### src/rtl/iob_cache_line_fill_buffer.sv
// Line fill buffer: gathers the refill beats of one cache line, forwards the critical
// word as soon as its beat lands, and writes the finished line to data memory in one cycle.
module iob_cache_line_fill_buffer #(
  parameter int DATA_W        = 32,
  parameter int BE_DATA_W     = 64,
  parameter int WORD_OFFSET_W = 3,
  parameter int NLINES_W      = 7,
  parameter int LINE2BE_W     = WORD_OFFSET_W - $clog2(BE_DATA_W / DATA_W),
  parameter int LINE_W        = DATA_W * 2**WORD_OFFSET_W
) (
  input  logic                                     clk_i,
  input  logic                                     reset_i,
  input  logic                                     fill_start_i,
  input  logic [NLINES_W-1:0]                      fill_index_i,
  input  logic [WORD_OFFSET_W-1:0]                 fill_word_i,
  input  logic                                     replace_i,
  input  logic                                     read_valid_i,
  input  logic [((LINE2BE_W > 0) ? LINE2BE_W : 1)-1:0] read_addr_i,
  input  logic [BE_DATA_W-1:0]                     read_rdata_i,
  output logic                                     busy_o,
  output logic                                     fwd_valid_o,
  output logic [DATA_W-1:0]                        fwd_rdata_o,
  output logic                                     line_wr_en_o,
  output logic [NLINES_W-1:0]                      line_wr_index_o,
  output logic [LINE_W-1:0]                        line_wr_data_o,
  output logic                                     fill_done_o,
  output logic                                     fill_err_o
);

  localparam int AW    = (LINE2BE_W > 0) ? LINE2BE_W : 1;
  localparam int BEATS = 2**LINE2BE_W;
  localparam int SUB_W = WORD_OFFSET_W - LINE2BE_W;

  typedef enum logic [1:0] {IDLE, FILL, COMMIT} state_t;

  state_t                   state_q, state_n;
  logic [BEATS-1:0]         mask_q, mask_n;
  logic [LINE_W-1:0]        line_q, line_n;
  logic [NLINES_W-1:0]      index_q;
  logic [WORD_OFFSET_W-1:0] word_q;
  logic                     fwd_done_q, replace_q;
  logic                     accept, fwd_n, err_n;
  logic [AW-1:0]            beat, crit_beat;
  logic [DATA_W-1:0]        fwd_word;
  int unsigned              sub_sel;

  // With a single beat per line the beat index is always 0.
  assign beat      = (LINE2BE_W == 0) ? '0 : read_addr_i;
  assign crit_beat = AW'(word_q >> SUB_W);
  assign sub_sel   = 32'(word_q) % (2**SUB_W);
  assign fwd_word  = read_rdata_i[sub_sel*DATA_W +: DATA_W];

  always_comb begin
    state_n = state_q;
    mask_n  = mask_q;
    line_n  = line_q;
    accept  = 1'b0;
    fwd_n   = 1'b0;
    err_n   = 1'b0;
    case (state_q)
      IDLE: if (fill_start_i) begin
        state_n = FILL;
        mask_n  = '0;
      end
      FILL: begin
        accept = read_valid_i && replace_i;
        if (accept) begin
          line_n[beat*BE_DATA_W +: BE_DATA_W] = read_rdata_i;
          mask_n[beat] = 1'b1;
          fwd_n = (beat == crit_beat) && !fwd_done_q;
        end
        // Completion is the falling edge of replace; mask check sees any beat merged this cycle.
        if (replace_q && !replace_i) begin
          if (&mask_n) state_n = COMMIT;
          else begin
            state_n = IDLE;
            err_n   = 1'b1;
          end
        end
      end
      COMMIT:  state_n = IDLE;
      default: state_n = IDLE;
    endcase
  end

  always_ff @(posedge clk_i) begin
    if (reset_i) begin
      state_q         <= IDLE;
      mask_q          <= '0;
      line_q          <= '0;
      index_q         <= '0;
      word_q          <= '0;
      fwd_done_q      <= 1'b0;
      replace_q       <= 1'b0;
      busy_o          <= 1'b0;
      fwd_valid_o     <= 1'b0;
      fwd_rdata_o     <= '0;
      line_wr_en_o    <= 1'b0;
      line_wr_index_o <= '0;
      line_wr_data_o  <= '0;
      fill_done_o     <= 1'b0;
      fill_err_o      <= 1'b0;
    end else begin
      state_q   <= state_n;
      mask_q    <= mask_n;
      line_q    <= line_n;
      replace_q <= replace_i;
      if (state_q == IDLE && fill_start_i) begin
        index_q    <= fill_index_i;
        word_q     <= fill_word_i;
        fwd_done_q <= 1'b0;
      end
      if (fwd_n) begin
        fwd_done_q  <= 1'b1;
        fwd_rdata_o <= fwd_word;
      end
      fwd_valid_o  <= fwd_n;
      fill_err_o   <= err_n;
      busy_o       <= (state_n != IDLE);
      line_wr_en_o <= (state_n == COMMIT);
      fill_done_o  <= (state_n == COMMIT);
      if (state_n == COMMIT) begin
        line_wr_index_o <= index_q;
        line_wr_data_o  <= line_n;
      end
    end
  end

endmodule

### config.mk
export PLATFORM = sky130hd
export DESIGN_NAME = iob_cache_line_fill_buffer
export DESIGN_NICKNAME = d
export VERILOG_FILES = /design/src/rtl/iob_cache_line_fill_buffer.sv
export SDC_FILE = /design/constraint.sdc
export NUM_CORES = 1
export LEC_CHECK = 0
export ABC_AREA = 1
export BUFFER_PORTS_ARGS = -buffer_cell sky130_fd_sc_hd__buf_2
export CORE_AREA = 5 5 248 190
export DETAILED_ROUTE_END_ITERATION = 8
export DIE_AREA = 0 0 253 195
export HOLD_SLACK_MARGIN = 0.12
export MAX_ROUTING_LAYER = met4
export PLACE_DENSITY = 0.9
export REMOVE_ABC_BUFFERS = 1
export SYNTH_ARGS = -nofsm -noshare
export SYNTH_HDL_FRONTEND = slang
export SYNTH_SLANG_ARGS = --single-unit
### constraint.sdc
create_clock -name clk_i -period 2.5 [get_ports clk_i]
set_input_delay 0.125 -clock clk_i [delete_from_list [all_inputs] [get_ports clk_i]]
set_output_delay 0.125 -clock clk_i [all_outputs]
set_load 0.01 [all_outputs]
Yosys cells after proc, flatten, opt, wreduce, memory -nomap -nowiden
Index checks and enable logic that the tools add are counted.

Add/sub/neg operators: 1. Multiply operators: 0. Div/mod/pow operators: 0. $lt $le $gt $ge: 2. Equality and inequality tests: 4. Shifts and indexed selects: 3. Muxes and demuxes: 18. Bitwise logic cells: 3. Reduce and logical (&&, ||, !) cells: 14.

Operators by type and width (count): $mux 256 (2); $bwmux 256 (1); $shift 64x34->256 const A (1); $shiftx 64x34->256 (1); $shiftx 64x7->32 (1); $neg 8->34 (1); $mux 4 (3); $pmux 4 s2 (1); $mux 1 (6); $mux 2 (3); $reduce_bool 2->1 (3); $logic_and 1x1->1 (5); $or 4x4->4 (1); $pmux 2 s2 (1); $reduce_and 4->1 (1); $lt 2x3->1 const B (1); $reduce_or 3->1 (1); $demux 1 s2 (1); $eq 2x1->1 const B (1); $eq 2x2->1 (1); $eq 2x2->1 const B (1); $ge 2x1->1 const B (1); $logic_not 1->1 (2); $logic_not 2->1 (1); 3 further kinds (4).

Bits in registers: 573. Latch bits: 0. Memory bits (writable): 0. Bits in read-only memories: 0. Bits of input ports: 81. Memories kept: 0.

Longest topological paths before layout
Gate-level depths: netlist (run 1).

Word-level depth: 12. Depth in mapped cells: 15.

Worst setup path before layout (run 1)
OpenSTA, ideal clock, no wires.

Kind: input-to-reg. Start: in read_addr_i[0] (netlist name). End: reg line_wr_data_o[192]. Setup time: 113 ps. Arrival time: 1948 ps. Path slack: 439 ps. Stages: 14. Path through: buf_2 > inv_1 > clkbuf_1 > ha_1 > buf_2 > nand3_1 > nand2_1 > nand2_1 > nor2_4 > nand2_2 > buf_4 > buf_2 > nor2_1 > nor2_1.

Longest elaborated chain between the ends: 12.

Ends and longest elaborated chain: start: declaration (line 18) `input logic [((LINE2BE_W > 0) ? LINE2BE_W : 1)-1:0] read_addr_i,`; $lt 2x3->1 (implied by the code) / $ge 2x1->1 (equally long branches) (line 69) `mask_n[beat] = 1'b1;`; $logic_and 1x1->1 (implied by the code) (line 69); $mux 1 (implied by the code) (line 69); $demux 1 s2 (line 69); $or 4x4->4 (no line); $mux 4 (line 67) `if (accept) begin`; $mux 4 (line 60) `case (state_q)`; $reduce_and 4->1 (line 74) `if (&mask_n) state_n = COMMIT;`; $mux 2 (line 74); $mux 2 (line 73) `if (replace_q && !replace_i) begin`; $pmux 2 s2 (line 60); $eq 2x2->1 (line 122) `if (state_n == COMMIT) begin`; end signal: assignment (line 124) `line_wr_data_o <= line_n;`; end: declaration (line 25) `output logic [LINE_W-1:0] line_wr_data_o,`.

Several ways; a longest one is shown, not always the timed one. The select of a mux whose other input is x is not followed. A chain may end at the register's enable or synchronous reset.

Final worst setup path (run 1)
Start: in read_addr_i[1] (netlist name). End: reg line_q[48].

Longest elaborated chain between the ends: 5.

Ends and longest elaborated chain: $neg 8->34 * (line 68) `line_n[beat*BE_DATA_W +: BE_DATA_W] = read_rdata_i;`; $shiftx 64x34->256 / $shift 64x34->256 (equally long branches) (line 68); $bwmux 256 * (line 68); $mux 256 * (line 67); $mux 256 * (line 60); end signal: assignment (line 106) `line_q <= line_n;`; end: declaration (line 38) `logic [LINE_W-1:0] line_q, line_n;`.

Every way passes the cells marked *; elsewhere a longest branch is shown, timed or not.

==> results.py, run 1 <==
metrics = {
    "timing": {
        "relSlewSlack": 0.331,
        "finalCriticalPeriod_ps": 2360,
        "setup_viol": 0,
        "fin_hold_ws_ps": 233,
        "worstMarginPinSlew_ps": 1000,
        "report.final.slew_viol_count": 0,
        "period_share": 0.945,
        "fin_skew_ps": 16.6,
        "fin_ws_ps": 137,
        "fmax_mhz": 423,
        "final_hold_viol_count": 0,
        "rsz0062_at_grt": "false",
    },
    "drt": {
        "vias_per_cell": 5.47,
        "dr.first_iter.drc_count": 3062,
        "wl_um": 81800,
        "wl_per_cell_um": 17.5,
        "via_count": 25600,
        "ant_nets": 0,
        "drt-pass1-iter-count": 6,
        "drcViolationCount": 0,
    },
    "logic_synthesis": {
        "netlist_area_mm2": 0.0250,
        "synth_most_common_cell": "nand2_1",
        "yosysTopAreaCell": "dfxtp_1",
        "ys.warnings.count": 0,
        "synth_cells": 3717,
        "netlist_top_cells_count": "nand2_1, nor2_1, dfxtp_1",
        "synth_edf_count": 0,
        "synth_cell_types": 24,
        "ys_top_cells_by_area": "dfxtp_1, nand2_1, nor2_1, nand3_1, inv_1",
        "synth_top_flop_cell": "dfxtp_1",
        "synthArstFlopShare": 0,
        "synth_top_area_frac": 0.459,
        "seq_area_frac_synth": 0.459,
        "syn_avg_cell_area_um2": 6.73,
        "ys_ff_latch": 573,
    },
    "setup_path": {
        "cp.required_ps": 3040,
        "start_kind": "input port",
        "worst-path-max-fanout": 33,
        "crit_type": "in -> reg",
        "end_kind": "flip-flop",
        "cp_data_arrival_time_ps": 2900,
        "r2r-start": "state_q[0]$_SDFF_PP0_",
        "startpoint": "read_addr_i[1]",
    },
    "clocking": {
        "cts_tree": "done",
        "clock_latency_ps": 600,
        "root_buffer": "clkbuf_16",
        "clock-sinks": 573,
        "cts-htree-levels": 2,
        "cts_buffer_depth": 3,
        "clk_pin_slew_ps": 60,
        "cts_buffers": 55,
    },
    "power": {
        "irDropWorstVdd_mv": 0.571,
        "leakagePower_nw": 14.4,
        "clkPwrFrac": 0.445,
        "switching_share": 0.240,
        "pwr_density_cell_mw_per_mm2": 635,
        "p_total_w": 0.0193,
        "internal_power_w": 0.0146,
        "p_switching_w": 0.00462,
        "seq_power_share": 0.479,
        "combPwrFrac": 0.077,
    },
    "place": {
        "placedCellCount": 4464,
        "place.port_buffers": 380,
        "dpl.hpwl_um": 47000,
        "gp_congestion": 0.830,
        "place_ws_ps": 258,
    },
    "final_layout": {
        "nets": 4137,
        "drive_gt1_frac": 0.135,
        "area_delta_synth_final_pct": 21.3,
        "instances_no_fill": 4674,
    },
    "floorplan": {
        "design.die.area_mm2": 0.0493,
        "die_h_um": 195,
        "ioPinCount": 381,
        "start_util": 0.565,
        "fp-row-count": 67,
        "die_w_um": 253,
        "core_area_mm2": 0.0443,
    },
    "global_route": {
        "antenna_found_initial": 1,
        "grt_max_degree": 174,
        "grt_pass1_vias": 24100,
        "grt_pass1_wl_um": 128000,
        "grt-ovfl-total": 0,
        "gr-usage-all-layers": 0.325,
    },
    "flow_run": {
        "maxCapViolations": 0,
    },
    "worst_hold_path": {
        "min_from": "read_addr_i[0]",
        "holdCritPathClass": "in -> reg",
    },
    "outcome": {
        "outcome": "complete, no violations",
    },
}
worst paths after layout:
path,slack (ps),cells after the start,to
min,230,6,mask_q[3]$_SDFFE_PP0P_
min reg2reg,470,2,fwd_rdata_o[6]$_SDFFE_PP0P_
max reg2reg,220,7,index_q[4]$_SDFFE_PP0P_
max,140,10,line_q[48]$_SDFF_PP0_
cell families (layout without fill, tap and decap cells):
family / Yosys count / after routing / share of synthesized area
other: 0 / 1 / 0
buffers and inverters: 627 / 997 / 0.104
DFF: 573 / 573 / 0.459
and+or+nand+nor: 2060 / 2060 / 0.330
muxes: 32 / 32 / 0.0128
AOI/OAI and AO/OA: 417 / 417 / 0.0900
adders and majority gates: 8 / 8 / 0.00400
worst max-delay path, cell delays in order:
cell and delay, ps:
dlygate4sd3_1 570, buf_2 170, inv_1 170, ha_2 290, inv_1 120, nor3_4 250, buf_12 280, nand3_1 160
a21oi_1 170, dlygate4sd3_1 570
metal layers:
| layer | global-route usage | wire, um | part of all wire |
|---|---|---|---|
| met2 | 0.508 | 37500 | 0.46 |
| met5 | - | 0 | 0 |
| met3 | 0.0548 | 8930 | 0.11 |
| met1 | 0.423 | 32400 | 0.40 |
| met4 | 0.129 | 2950 | 0.036 |
registers in the layout, summed over array words and instances (netlist names):
signal / count
line_q: 256
line_wr_data_o: 256
fwd_rdata_o: 32
index_q: 7
line_wr_index_o: 7
mask_q: 4
word_q: 3
state_q: 2
busy_o: 1
fill_done_o: 1
fill_err_o: 1
fwd_done_q: 1
fwd_valid_o: 1
replace_q: 1
final cells by class:
| type | instances | area [um^2] |
|---|---|---|
| clock inverter | 12 | 170 |
| fill | 3404 | 13900 |
| multi-input combinational | 2517 | 11000 |
| tap | 586 | 733 |
| timing repair buffer | 556 | 3960 |
| inverter | 345 | 1310 |
| antenna | 1 | 2.50 |
| clock buffer | 84 | 1670 |
| sequential | 573 | 11500 |
power groups by stage:
| stage | clock, W | sequential [W] | combinational [W] |
|---|---|---|---|
| after floorplan | 0 | 0.00943 | 0.000602 |
| after CTS | 0.00860 | 0.00921 | 0.00143 |
| after detailed placement | 0 | 0.00942 | 0.00130 |
| final | 0.00856 | 0.00921 | 0.00148 |
| after global placement | 0 | 0.00941 | 0.00129 |
| after global routing | 0.00901 | 0.00921 | 0.00157 |
what timing repair did:
| action | in CTS | in global routing |
|---|---|---|
| endpoints found under the setup margin | 0 | 15 |
| hold buffers | 112 | 0 |
| gates resized for setup | 0 | 6 |
| buffers inserted | 0 | 1 |
| endpoints found under the hold margin | 535 | 0 |
layout by cell type (no fill, tap or decap), drive strengths merged:
cell | Yosys | routed
nor2 | 730 | 730
nor3b | 1 | 1
inv | 345 | 344
ha | 8 | 8
o21bai | 65 | 65
buf | 152 | 444
nand3 | 367 | 367
clkinv | 0 | 5
mux2i | 32 | 32
o21ai | 140 | 140
and2 | 1 | 1
nand2 | 958 | 958
dlygate4sd3 | 0 | 112
dfxtp | 573 | 573
nor3 | 2 | 2
bufinv | 0 | 4
a21oi | 212 | 212
clkbuf | 130 | 84
diode | 0 | 1
clkinvlp | 0 | 4
nor4 | 1 | 1
stage by stage:
step                       util   TNS, ps  area, um^2
after floorplan               -  -1799020       23700
after global placement    0.618         0       27300
after detailed placement  0.618         0       27300
after CTS                 0.685         0       30300
after global routing      0.685         0       30300
final                     0.685         0       30300
Note: power is estimated with default switching activity, not from simulation.
==> run 2: changes to the inputs <==
--- a/config.mk
+++ b/config.mk
@@ -7,9 +7,11 @@
 export LEC_CHECK = 0
 export ABC_AREA = 1
 export BUFFER_PORTS_ARGS = -buffer_cell sky130_fd_sc_hd__buf_2
-export CORE_AREA = 5 5 248 190
+export CELL_PAD_IN_SITES_DETAIL_PLACEMENT = 0
+export CELL_PAD_IN_SITES_GLOBAL_PLACEMENT = 1
+export CORE_AREA = 5 5 295 225
 export DETAILED_ROUTE_END_ITERATION = 8
-export DIE_AREA = 0 0 253 195
+export DIE_AREA = 0 0 300 230
 export HOLD_SLACK_MARGIN = 0.12
 export MAX_ROUTING_LAYER = met4
 export PLACE_DENSITY = 0.9
==> run 2 against run 1 <==
Effect of this change:
- fmax grew 9.4%
- clock-buffer cell count increased by 4
- sequential power is essentially flat
- sequential cell count unchanged
- critical endpoint is now line_wr_data_o[165]$_SDFFE_PP0N_
==> results.py, run 2 (synthesis results as in run 1) <==
metrics = {
    "clocking": {
        "cts_buffer_depth": 3,
        "root_buffer": "clkbuf_16",
        "cts-htree-levels": 2,
        "ctsHoldBuffers": 90,
        "cts_buffers": 58,
        "cts_resized": 0,
        "clock-sinks": 573,
        "clock_latency_ps": 610,
        "clk_pin_slew_ps": 60,
        "cts_setup_buffers": 0,
        "cts_tree": "done",
    },
    "floorplan": {
        "die_w_um": 300,
        "fp-row-count": 80,
        "ioPinCount": 381,
        "die_h_um": 230,
        "start_util": 0.396,
        "design.die.area_mm2": 0.0690,
        "core_area_mm2": 0.0631,
    },
    "timing": {
        "report.final.slew_viol_count": 0,
        "finalCriticalPeriod_ps": 2160,
        "setup_viol": 0,
        "fin_hold_ws_ps": 408,
        "period_share": 0.864,
        "worstMarginPinSlew_ps": 965,
        "rsz0062_at_grt": "false",
        "fmax_mhz": 463,
        "relSlewSlack": 0.357,
        "fin_skew_ps": 16.4,
        "final_hold_viol_count": 0,
    },
    "power": {
        "clkPwrFrac": 0.455,
        "irDropWorstVdd_mv": 0.436,
        "leakagePower_nw": 14.2,
        "internal_power_w": 0.0148,
        "pwr_density_cell_mw_per_mm2": 642,
        "switching_share": 0.244,
        "combPwrFrac": 0.072,
        "p_switching_w": 0.00476,
        "seq_power_share": 0.473,
    },
    "final_layout": {
        "fin_area_mm2": 0.0304,
        "largestRegisters": "line_q x256, line_wr_data_o x256, fwd_rdata_o x32",
        "final_cell_mix": "nand2_1, nor2_1, dfxtp_1",
        "area_delta_synth_final_pct": 21.7,
        "nets": 4114,
        "drive_gt1_frac": 0.136,
        "final_common_cell": "nand2_1",
    },
    "setup_path": {
        "end_kind": "flip-flop",
        "r2r-start": "state_q[1]$_SDFF_PP0_",
        "r2r_end": "index_q[3]$_SDFFE_PP0P_",
        "cp_data_arrival_time_ps": 2670,
        "crit_type": "in -> reg",
        "worst-path-max-fanout": 54,
        "r2r_slack_ps": 430,
        "crit_end": "line_wr_data_o[165]$_SDFFE_PP0N_",
        "cp.required_ps": 3010,
        "reg2reg_depth": 5,
        "startpoint": "read_addr_i[1]",
        "start_kind": "input port",
    },
    "global_route": {
        "grt_max_degree": 141,
        "gr-usage-all-layers": 0.234,
        "grt_pass1_vias": 21900,
        "grt_pass1_wl_um": 127000,
        "antenna_found_initial": 3,
        "grt-ovfl-total": 0,
    },
    "drt": {
        "ant_nets": 0,
        "vias_per_cell": 4.91,
        "drcViolationCount": 0,
        "via_count": 24000,
        "dr.first_iter.drc_count": 1778,
        "drt-pass1-iter-count": 7,
        "wl_per_cell_um": 16.7,
        "wl_um": 81600,
    },
    "worst_hold_path": {
        "holdCritPathClass": "in -> reg",
        "whs_path_depth": 4,
    },
    "place": {
        "place.port_buffers": 380,
        "placed_area_mm2": 0.0276,
        "gp_congestion": 0.799,
        "dpl.hpwl_um": 48800,
    },
    "flow_run": {
        "maxCapViolations": 0,
    },
    "outcome": {
        "outcome": "complete, no violations",
    },
}
run 2: cell count changes in the layout (fill, tap and decap cells not counted), sizes merged:
| cell | delta |
|---|---|
| clkinv | +7 |
| inv | +1 |
| clkinvlp | -3 |
| dlygate4sd3 | -22 |
| buf | -4 |
| bufinv | -1 |
| diode | +2 |
| clkbuf | +4 |
run 2: area by class of cell:
class                           count  area, um^2
Tap cell                          820        1030
Fill cell                        6440       32600
Inverter                          345        1300
Clock buffer                       88        1760
Timing Repair Buffer              530        3670
Multi-Input combinational cell   2517       11000
Clock inverter                     16         169
Sequential cell                   573       11500
Antenna cell                        3        7.51
run 2: per-stage QoR:
step / worst slack [ps] / total power, W / std cells / utilization / TNS [ps]
3_5_place_dp: 282 / 0.0107 / 4695 / 0.437 / 0
4_1_cts: 361 / 0.0197 / 4889 / 0.482 / 0
5_1_grt: 107 / 0.0202 / 4892 / 0.482 / 0
3_3_place_gp: 367 / 0.0107 / 4695 / 0.437 / 0
2_1_floorplan: -6700 / 0.0100 / 3435 / - / -1799020
6_report: 341 / 0.0195 / 4892 / 0.482 / 0
run 2: power groups by stage:
stage	Sequential [W]	Clock (W)	Combinational (W)
after floorplan	0.00943	0	0.000602
after global placement	0.00943	0	0.00128
after detailed placement	0.00943	0	0.00129
after CTS	0.00922	0.00907	0.00141
after global routing	0.00922	0.00942	0.00154
final	0.00922	0.00888	0.00141
run 2: worst min-delay path by stage:
| stage | startpoint | to | slack, ps |
|---|---|---|---|
| 2_1_floorplan | reset_i | fwd_done_q$_SDFFE_PP0P_ | 190 |
| 3_3_place_gp | fill_word_i[2] | word_q[2]$_SDFFE_PP0P_ | 390 |
| 3_5_place_dp | fill_word_i[2] | word_q[2]$_SDFFE_PP0P_ | 410 |
| 4_1_cts | read_rdata_i[29] | line_q[29]$_SDFF_PP0_ | 370 |
| 5_1_grt | read_rdata_i[25] | line_q[25]$_SDFF_PP0_ | 420 |
| 6_report | read_rdata_i[42] | line_q[42]$_SDFF_PP0_ | 410 |
run 2: critical path: stages:
cell and delay [ps]:
dlygate4sd3_1 540, buf_2 180, inv_1 170, ha_1 320, nand3_1 110, nand2_1 90
nand2_1 90, nor2_4 240, buf_12 250, buf_12 270, nand3_1 110, nand2_1 70
nor2_1 50
run 2: per-layer routing:
metal / up-vias / track usage / wire length, um
met4: 0 / 0.0509 / 1400
met5: - / - / 0
met1: 11100 / 0.333 / 38600
li1: 12100 / - / -
met3: 85 / 0.0353 / 5770
met2: 792 / 0.355 / 35800
==> run 3: changes to the inputs <==
--- a/config.mk
+++ b/config.mk
@@ -14,7 +14,7 @@
 export DIE_AREA = 0 0 300 230
 export HOLD_SLACK_MARGIN = 0.12
 export MAX_ROUTING_LAYER = met4
-export PLACE_DENSITY = 0.9
+export PLACE_DENSITY_LB_ADDON = 0.1
 export REMOVE_ABC_BUFFERS = 1
 export SYNTH_ARGS = -nofsm -noshare
 export SYNTH_HDL_FRONTEND = slang
==> run 3 against run 2 <==
Effect of this change:
- setup slack worse by 240 ps
- critical path depth is 5 lower
- first-iteration DRC count is 3.4% lower
- critical path type unchanged
- critical endpoint is now index_q[1]$_SDFFE_PP0P_
- largest power group unchanged
==> results.py, run 3 (synthesis results as in run 1) <==
metrics = {
    "final_layout": {
        "final_cell_mix": "nand2_1, nor2_1, dfxtp_1",
        "filler_cell_count": 6657,
        "drive_gt1_frac": 0.137,
        "area_delta_synth_final_pct": 22.0,
        "fin_util": 0.484,
        "largestRegisters": "line_q x256, line_wr_data_o x256, fwd_rdata_o x32",
        "nets": 4126,
        "final_common_cell": "nand2_1",
        "fin_area_mm2": 0.0305,
    },
    "clocking": {
        "clock_latency_ps": 620,
        "clock-sinks": 573,
        "cts-htree-levels": 2,
        "cts_buffer_depth": 3,
        "cts_tree": "done",
        "cts_buffers": 59,
        "root_buffer": "clkbuf_16",
        "cts_setup_buffers": 0,
        "clk_pin_slew_ps": 60,
    },
    "power": {
        "p_switching_w": 0.00476,
        "pwr_density_cell_mw_per_mm2": 634,
        "leakagePower_nw": 14.3,
        "seq_power_share": 0.477,
        "internal_power_w": 0.0146,
        "combPwrFrac": 0.075,
        "irDropWorstVdd_mv": 0.460,
        "switching_share": 0.246,
        "clkPwrFrac": 0.448,
    },
    "timing": {
        "rsz0062_at_grt": "false",
        "worstMarginPinSlew_ps": 635,
        "period_share": 0.959,
        "relSlewSlack": 0.577,
        "fin_skew_ps": 27.2,
        "setup_viol": 0,
        "final_hold_viol_count": 0,
        "finalCriticalPeriod_ps": 2400,
        "fin_ws_ps": 102,
        "report.final.slew_viol_count": 0,
        "fmax_mhz": 417,
    },
    "flow_run": {
        "maxCapViolations": 0,
    },
    "setup_path": {
        "start_kind": "input port",
        "critPathTopFamily": "buffers and inverters",
        "r2r_end": "line_q[251]$_SDFF_PP0_",
        "cp_num_buf_inv": 6,
        "worstPathCellList": "dlygate4sd3_1, buf_8, clkinv_8, buf_4, o21ai_0, dlygate4sd3_1, a21oi_1, dlygate4sd3_1",
        "cpPeakStageDelay_ps": 570,
        "r2r_slack_ps": 270,
        "worst-path-max-fanout": 82,
        "end_kind": "flip-flop",
        "crit_type": "in -> reg",
        "reg2reg_depth": 11,
        "crit_top_cell": "dlygate4sd3_1",
        "cp_data_arrival_time_ps": 2890,
        "cp.required_ps": 2990,
        "r2r-start": "state_q[0]$_SDFF_PP0_",
        "cp_slowest_cell": "dlygate4sd3_1",
    },
    "floorplan": {
        "die_h_um": 230,
        "die_w_um": 300,
        "core_area_mm2": 0.0631,
        "design.die.area_mm2": 0.0690,
        "start_util": 0.396,
        "fp-row-count": 80,
        "ioPinCount": 381,
    },
    "place": {
        "place.port_buffers": 380,
        "place_ws_ps": 244,
        "gp_congestion": 0.782,
        "dpl.hpwl_um": 53200,
        "placed_area_mm2": 0.0277,
    },
    "global_route": {
        "gr-usage-all-layers": 0.247,
        "grt_pass1_vias": 22400,
        "grt_pass1_wl_um": 133000,
        "antenna_found_initial": 3,
        "grt_max_degree": 113,
        "grt-ovfl-total": 0,
    },
    "drt": {
        "wl_per_cell_um": 17.5,
        "wl_um": 85800,
        "vias_per_cell": 4.82,
        "drcViolationCount": 0,
        "dr.first_iter.drc_count": 1717,
        "drt-pass1-iter-count": 5,
        "via_count": 23700,
        "ant_nets": 0,
    },
    "worst_hold_path": {
        "whs_path_depth": 6,
        "min_to": "line_q[72]$_SDFF_PP0_",
        "holdCritPathClass": "in -> reg",
        "min_from": "read_addr_i[0]",
    },
    "outcome": {
        "outcome": "complete, no violations",
    },
}
## run 3: area by class of cell
class,count,area (um^2),share of cell area
multi-input combinational,2518,11000,0.362
inverter,345,1310,0.0430
antenna,2,5.00,0.000164
sequential,573,11500,0.376
clock inverter,6,32.5,0.00107
timing repair buffer,540,3790,0.124
clock buffer,100,1830,0.0601
tap,820,1030,0.0336
## run 3: worst max-delay path by stage
stage	start	end	slack [ps]	depth (start not counted)
6_report	reset_i	index_q[1]$_SDFFE_PP0P_	100	8
5_1_grt	read_addr_i[1]	line_q[251]$_SDFF_PP0_	10	13
4_1_cts	read_addr_i[1]	line_q[251]$_SDFF_PP0_	20	13
3_5_place_dp	read_addr_i[1]	line_wr_data_o[196]$_SDFFE_PP0N_	240	11
3_3_place_gp	read_addr_i[1]	line_wr_data_o[239]$_SDFFE_PP0N_	310	12
2_1_floorplan	state_q[1]$_SDFF_PP0_	line_wr_data_o[0]$_SDFFE_PP0N_	-6700	7
## run 3: repair_timing
action	4_1_cts	5_1_grt
hold buffers	89	0
hold endpoints to repair	543	0
gates resized for setup	0	5
setup endpoints to repair	0	2
## run 3: routing by layer
layer / GRT usage / wire [um] / part of all wire
met1: 0.348 / 41600 / 0.48
met2: 0.377 / 37700 / 0.44
met3: 0.0357 / 4610 / 0.054
met4: 0.0594 / 1940 / 0.023
met5: - / 0 / 0
## run 3: power by group through the flow
stage | logic, W | clock network [W] | registers (W)
2_1_floorplan | 0.000602 | 0 | 0.00943
3_3_place_gp | 0.00132 | 0 | 0.00943
3_5_place_dp | 0.00132 | 0 | 0.00943
4_1_cts | 0.00144 | 0.00890 | 0.00923
5_1_grt | 0.00158 | 0.00927 | 0.00923
6_report | 0.00145 | 0.00866 | 0.00923
## run 3: per-stage QoR
stage          hold slack, ps   TNS, ps  total power, W  std cells
4_1_cts                   144         0          0.0196       4901
6_report                  180         0          0.0193       4904
3_3_place_gp              390         0          0.0108       4706
3_5_place_dp              398         0          0.0108       4706
2_1_floorplan             194  -1799020          0.0100       3435
5_1_grt                   194         0          0.0201       4904
## run 3: worst min-delay path: cells and delay by family
kind	cells	cell delay, ps
simple gates	4	260
buf+inv	2	340
